**config.mk**
```make
export PLATFORM = sky130hd
export DESIGN_NAME = chip8_fetch
export DESIGN_NICKNAME = d
export VERILOG_FILES = /design/src/rtl/chip8_fetch.sv
export SDC_FILE = /design/constraint.sdc
export NUM_CORES = 1
export LEC_CHECK = 0
export CORE_AREA = 2 2 74 76
export DETAILED_ROUTE_END_ITERATION = 10
export DIE_AREA = 0 0 76 78
export GPL_TIMING_DRIVEN = 0
export PLACE_DENSITY = 0.78
export SYNTH_ARGS = -nofsm -noshare
export SYNTH_HDL_FRONTEND = slang
export SYNTH_SLANG_ARGS = --single-unit
```
**constraint.sdc**
```tcl
create_clock -name clk -period 2.1 [get_ports clk]
set_input_delay 0.42 -clock clk [delete_from_list [all_inputs] [get_ports clk]]
set_output_delay 0.42 -clock clk [all_outputs]
set_load 0.005 [all_outputs]
```
**src/rtl/chip8_fetch.sv**
```systemverilog
`default_nettype none
// ============================================================================
// Module   : chip8_fetch
// Brief    : CHIP-8 instruction fetch: owns the PC, reads two bytes big-endian
//            from byte-wide program memory and hands the opcode to the decoder.
// Revision : 1.0 - initial release
// ============================================================================
module chip8_fetch #(
  parameter logic [11:0] RESET_PC    = 12'h200,
  parameter int          MEM_LATENCY = 1
) (
  input  logic        clk,
  input  logic        reset,
  input  logic        fetch,
  input  logic        pc_load,
  input  logic [11:0] pc_load_value,
  input  logic        skip,
  output logic [11:0] mem_addr,
  output logic        mem_rd,
  input  logic [7:0]  mem_data,
  output logic [15:0] opcode,
  output logic        opcode_valid,
  output logic [11:0] pc,
  output logic        busy
);

  typedef enum logic [2:0] {
    S_IDLE    = 3'd0,
    S_RD_HI   = 3'd1,
    S_WAIT_HI = 3'd2,
    S_RD_LO   = 3'd3,
    S_WAIT_LO = 3'd4
  } state_t;

  localparam logic [1:0] c_lat_last = 2'(MEM_LATENCY - 1);

  state_t      r_state;
  state_t      w_next;
  logic [1:0]  r_lat_cnt;
  logic        w_lat_last;
  logic        w_waiting;

  assign w_waiting  = (r_state == S_WAIT_HI) || (r_state == S_WAIT_LO);
  assign w_lat_last = (r_lat_cnt == c_lat_last);
  assign mem_rd     = (r_state == S_RD_HI) || (r_state == S_RD_LO);
  assign busy       = (r_state != S_IDLE);

  always_comb begin
    w_next = r_state;
    case (r_state)
      S_IDLE:    if (fetch) w_next = S_RD_HI;
      S_RD_HI:   w_next = S_WAIT_HI;
      S_WAIT_HI: if (w_lat_last) w_next = S_RD_LO;
      S_RD_LO:   w_next = S_WAIT_LO;
      S_WAIT_LO: if (w_lat_last) w_next = S_IDLE;
      default:   w_next = S_IDLE;
    endcase
  end

  always_ff @(posedge clk or posedge reset) begin
    if (reset) begin
      r_state      <= S_IDLE;
      r_lat_cnt    <= 2'd0;
      pc           <= RESET_PC;
      opcode       <= 16'h0000;
      opcode_valid <= 1'b0;
      mem_addr     <= 12'h000;
    end else begin
      r_state      <= w_next;
      r_lat_cnt    <= (w_waiting && !w_lat_last) ? r_lat_cnt + 2'd1 : 2'd0;
      opcode_valid <= (r_state == S_WAIT_LO) && w_lat_last;
      // mem_addr is registered on entry to each read state so it stays put afterwards
      case (r_state)
        S_IDLE: begin
          if (fetch)        mem_addr <= pc;
          else if (pc_load) pc       <= pc_load_value;
          else if (skip)    pc       <= pc + 12'd2;
        end
        S_WAIT_HI: begin
          if (w_lat_last) begin
            opcode[15:8] <= mem_data;
            mem_addr     <= pc + 12'd1;
          end
        end
        S_WAIT_LO: begin
          if (w_lat_last) begin
            opcode[7:0] <= mem_data;
            pc          <= pc + 12'd2;
          end
        end
        default: ;
      endcase
    end
  end

endmodule
`default_nettype wire

```
Word level (Yosys, flattened, before mapping) --
Index checks and enable logic that the tools add are counted. W data, S select, Z words.
Cells by class: add/sub/neg operators 3, multipliers 0, divide/modulo/power cells 0, $lt $le $gt $ge 0, eq/ne operators 9, shift operators 0, muxes and demuxes 13, bitwise gates (word level) 0, reduce and logical (&&, ||, !) cells 15
Operator list (count):
- $mux W12 | 6
- $pmux W12 S2 | 2
- $pmux W3 S5 | 1
- $add A12 B1 Y12 const B | 1
- $add A12 B2 Y12 const B | 1
- $mux W3 | 3
- $ne A2 B2 Y1 const B | 4
- $eq A3 B2 Y1 const B | 2
- $reduce_and A3 Y1 | 2
- $reduce_and A2 Y1 | 2
- $reduce_and A4 Y1 | 1
- $reduce_bool A2 Y1 | 2
- $eq A3 B1 Y1 const B | 1
- $eq A3 B3 Y1 const B | 1
- $logic_not A3 Y1 | 1
- $ne A3 B3 Y1 const B | 1
- $reduce_bool A3 Y1 | 1
- $add A2 B1 Y2 const B | 1
- $logic_and A1 B1 Y1 | 2
- $logic_not A2 Y1 | 1
- $logic_or A1 B1 Y1 | 2
- $mux W2 | 1
- $logic_not A1 Y1 | 1
Storage, ports and cells: bits in registers 46, bits in latches 0, bits in writable memories 0, bits in read-only memories 0, input port bits 25, output and inout port bits 43, memories kept 0

Longest topological paths before layout --
depth in word-level cells 5, gate-level depth with buffers 8

Least setup slack after synthesis --
OpenSTA, ideal clock, no wires.
path type register to register, from reg r_state[0], to reg pc[7], setup time 0.121 ns, arrival time 1.568 ns, path slack 0.411 ns, cell stages (with the launch flop) 6, path buffers 1, clock period less this slack 1.689 ns, path through dfrtp_1 -> or3b_1 -> buf_2 -> nand2_2 -> mux2_2 -> o22a_1
On the way: word-level cells in the longest chain between the ends 3, elaborated cells between the ends (all ways) 8, those cells by class eq/ne (4); mux (1); reduce/logical (3)
Ends and longest elaborated chain:
- start, declared | line 37 | state_t r_state;
- start signal, assigned | line 69 | r_state <= w_next;
- $eq A3 B3 Y1 or $logic_not A3 Y1 (tied branches) | line 73 | case (r_state)
- $ne A2 B2 Y1 (no line) (tied with other cells)
- $reduce_and A4 Y1 (no line)
- end signal, assigned | line 76 | else if (pc_load) pc <= pc_load_value;
- end signal, assigned | line 77 | else if (skip) pc <= pc + 12'd2;
- end signal, assigned | line 88 | pc <= pc + 12'd2;
- end, declared | line 23 | output logic [11:0] pc,
Parallel ways exist; a longest one is shown, timed or not. A chain may end at the register's enable or synchronous reset.

Worst setup path in the final report --
from reg r_state[0], to out mem_rd
On the way: word-level cells in the longest chain between the ends 2, elaborated cells between the ends (all ways) 3, those cells by class eq/ne (2); reduce/logical (1)
Ends and longest elaborated chain:
- $eq A3 B1 Y1 or $eq A3 B2 Y1 (tied branches) | line 45 | assign mem_rd = (r_state == S_RD_HI) || (r_state == S_RD_LO);
- $logic_or A1 B1 Y1 * | line 45
- end, declared | line 19 | output logic mem_rd,
Every way passes the cells marked *; elsewhere a longest branch is shown, timed or not.

==> results_dict.tcl <==
set metrics [dict create \
    seq_area_frac_synth_pct 48.94 \
    layout-area-overhead-vs-synth_pct 38.04 \
    drt.antenna.violating_nets 0 \
    finalInstanceArea_um2 3251 \
    timing.slew.headroom_pct 63.36 \
    cts.reportedPaths.clkPinSlew_ns 0.08 \
    worst-setup-path-type "flip-flop to output port" \
    dr_vias 1916 \
    post-dp-hpwl_mm 3.948 \
    layout_common_cells "sky130_fd_sc_hd__clkdlybuf4s50_1, sky130_fd_sc_hd__dfrtp_1, sky130_fd_sc_hd__nand2_1" \
    largest_net_degree_at_the_start_of_global_routing 26 \
    detailedRoute.firstIterationViolations 135 \
    vias_in_the_first_global_route 1831 \
    final.setup_skew_ns 0.003244 \
    finalCriticalPeriod_ns 2.020 \
    gate_count_after_technology_mapping 220 \
    min-delay-path-class "flip-flop to flip-flop" \
    worstPathRequired_ns 1.68 \
    unrepaired_setup_endpoints_after_global_routing "no" \
    timing.critical_path.fanout_max 10 \
    vdd_ir_drop_max_mv 0.7435 \
    yosysWarnings 0 \
    cts_hold_repair.buffers 0 \
    synth.avg_cell_area_um2 10.70 \
    routedWlPerCell_um 14.52 \
    core_um2 5042 \
    finalSetupViolations 0 \
    final_layout_size_suffix_gt1_share_pct 17.97 \
    finalSetupTns_ns 0 \
    synth.cell_area_um2 2355 \
    gr-total-overflow 0 \
    detail_route.drc_violations 0 \
    gpl.final_weighted_congestion 0.7934 \
    floorplan_die_width_um 76 \
    maxCapViolCount 0 \
    cts_inserted_buffers 5 \
    routed_wl_mm 5.299 \
    layout.cells.most_common "sky130_fd_sc_hd__clkdlybuf4s50_1" \
    tritoncts "built" \
    antenna_fix_cells 0 \
    dr.pass1.iters 4 \
    synth_cell_types 41 \
    port-buffer-count 66 \
    floorplan.initialDensity_pct 46.70 \
    worstPathArrival_ns 1.60 \
    cts_setup_buffers 0 \
    nNetsFinal 322 \
    postLayoutCoreUtil_pct 64.47 \
    viasPerCell 5.249 \
    post-place-cells 357 \
    grt_pass1_wl_mm 8.769 \
    cts_max_path_buffers 2 \
    fmax_ghz 0.4951 \
    dieArea_um2 5928 \
    synth_area_leaders "sky130_fd_sc_hd__dfrtp_1, sky130_fd_sc_hd__mux2_2, sky130_fd_sc_hd__nand2_1" \
    timing_worst_slew_pin_value_ns 0.5487 \
    layoutNonFillerInstCount 365 \
    yosys_register_bits 46 \
    final-max-slew-violation-count 0 \
    cell_leakage_power_nw 1.318 \
    cts-htree-levels 2 \
    grt_antenna_before_repair 0 \
    insertion_delay_ns 0.30 \
    flop_to_flop_setup_slack_ns 0.20 \
    number_of_i_o_pins 68 \
    pwr_density_cell_nw_per_um2 1477 \
    row_count 26 \
    worst_setup_path_end_kind "output port" \
    postSynthNetCount 248 \
    worst_setup_path_start_kind "flip-flop" \
    post-synth-top-area-cell "sky130_fd_sc_hd__dfrtp_1" \
    die_height_um 78 \
    synth_top_cell_area_share_pct 47.82 \
    track_usage_pct 18.49 \
    placedInstanceArea_um2 3131 \
    tritoncts_num_sinks 46 \
    cts_root_buffer "sky130_fd_sc_hd__clkbuf_8" \
    final.period_utilization_pct 96.19 \
    outcome "completed" \
    timing.final.hold_violations 0 \
    timing.hold.ws_ns 0.4314 \
    fill_cells 433 \
]
## routing by layer
| layer | share of wire [%] | routed length, um | track usage, % |
|---|---|---|---|
| met5 | 0 | 0 | 0 |
| met4 | 0.96 | 51 | 5.455 |
| met3 | 5.4 | 287 | 4.535 |
| met2 | 49 | 2597 | 31.16 |
| met1 | 45 | 2362 | 23.78 |
## state kept, by name, summed over array words and instances, names as in the netlist
register / count
opcode: 16
mem_addr: 12
pc: 12
r_state: 3
r_lat_cnt: 2
opcode_valid: 1
## power by group
| group | switching [W] | internal, W |
|---|---|---|
| logic | 0.00108 | 0.00143 |
| clock network | 0.000289 | 0.000356 |
| registers | 0.000327 | 0.00132 |
| total | 0.00169 | 0.00311 |
## timing repair
item | 4_1_cts | 5_1_grt
pin swaps | 0 | 1
resized for setup | 1 | 2
endpoints found under the setup margin | 1 | 1
## worst max-delay path, cell delays in order, from the launching register on
cell and delay [ns]:
sky130_fd_sc_hd__dfrtp_1 0.39, sky130_fd_sc_hd__buf_4 0.21, sky130_fd_sc_hd__nor2b_1 0.18, sky130_fd_sc_hd__clkdlybuf4s50_1 0.53
## kinds of logic after synthesis
kind of cell / count (synthesis) / share of synthesized area (%)
and+or+nand+nor: 66 / 16.42
AOI/OAI and AO/OA: 46 / 12.65
DFF: 46 / 48.94
buffers and inverters: 24 / 5.260
muxes: 22 / 10.31
xor gates and xnor gates: 13 / 4.835
adders and majority gates: 3 / 1.594
## stage by stage
stage          power, W  setup slack [ns]
3_5_place_dp   0.004150            0.1687
5_1_grt        0.005141          0.007734
2_1_floorplan  0.002956            0.4108
4_1_cts        0.004822           0.02005
6_report       0.004803           0.08011
3_3_place_gp   0.004092           -0.3449
## cell usage after synthesis (all sizes together)
| master | number |
|---|---|
| buf | 16 |
| ha | 3 |
| inv | 8 |
| a2bb2oi | 5 |
| o21ai | 18 |
| mux2i | 4 |
| nand3 | 7 |
| a21boi | 1 |
| o22a | 8 |
| a21oi | 12 |
| mux2 | 18 |
| or2 | 2 |
| nand4bb | 2 |
| and4bb | 2 |
| o31ai | 1 |
| nand2 | 24 |
| nand4 | 3 |
| dfstp | 1 |
| xnor2 | 9 |
| nor3b | 1 |
| xor2 | 4 |
| and4 | 1 |
| nor4 | 4 |
| dfrtp | 45 |
| or3b | 2 |
| and3 | 2 |
| a211oi | 1 |
| nor2b | 2 |
| nor2 | 6 |
| nor3 | 4 |
| or3 | 4 |
## area by class of cell
class,instances,area [um2],area share (%)
Sequential cell,46,1152,35.45
Tap cell,70,87.58,2.694
Clock inverter,1,30.03,0.9238
Inverter,8,30.03,0.9238
Clock buffer,7,76.32,2.348
Timing Repair Buffer,67,688.2,21.17
Multi-Input combinational cell,150,1090,33.53
Buffer,16,96.34,2.964
## final timing paths
| check | end | start | cells after the start |
|---|---|---|---|
| worst max-delay path | mem_rd | r_state[0]$_DFFE_PP0P_ | 3 |
| worst min-delay path | r_lat_cnt[0]$_DFF_PP0_ | r_lat_cnt[0]$_DFF_PP0_ | 1 |
| worst max register to register | pc[7]$_DFFE_PP0P_ | pc[2]$_DFFE_PP0P_ | 6 |
| worst min register to register | r_lat_cnt[0]$_DFF_PP0_ | r_lat_cnt[0]$_DFF_PP0_ | 1 |
| max in group asynchronous | pc[9]$_DFFE_PP1P_ | reset | 3 |
| min in group asynchronous | mem_addr[8]$_DFFE_PP0P_ | reset | 2 |
Note: power is estimated with default switching activity, not from simulation.
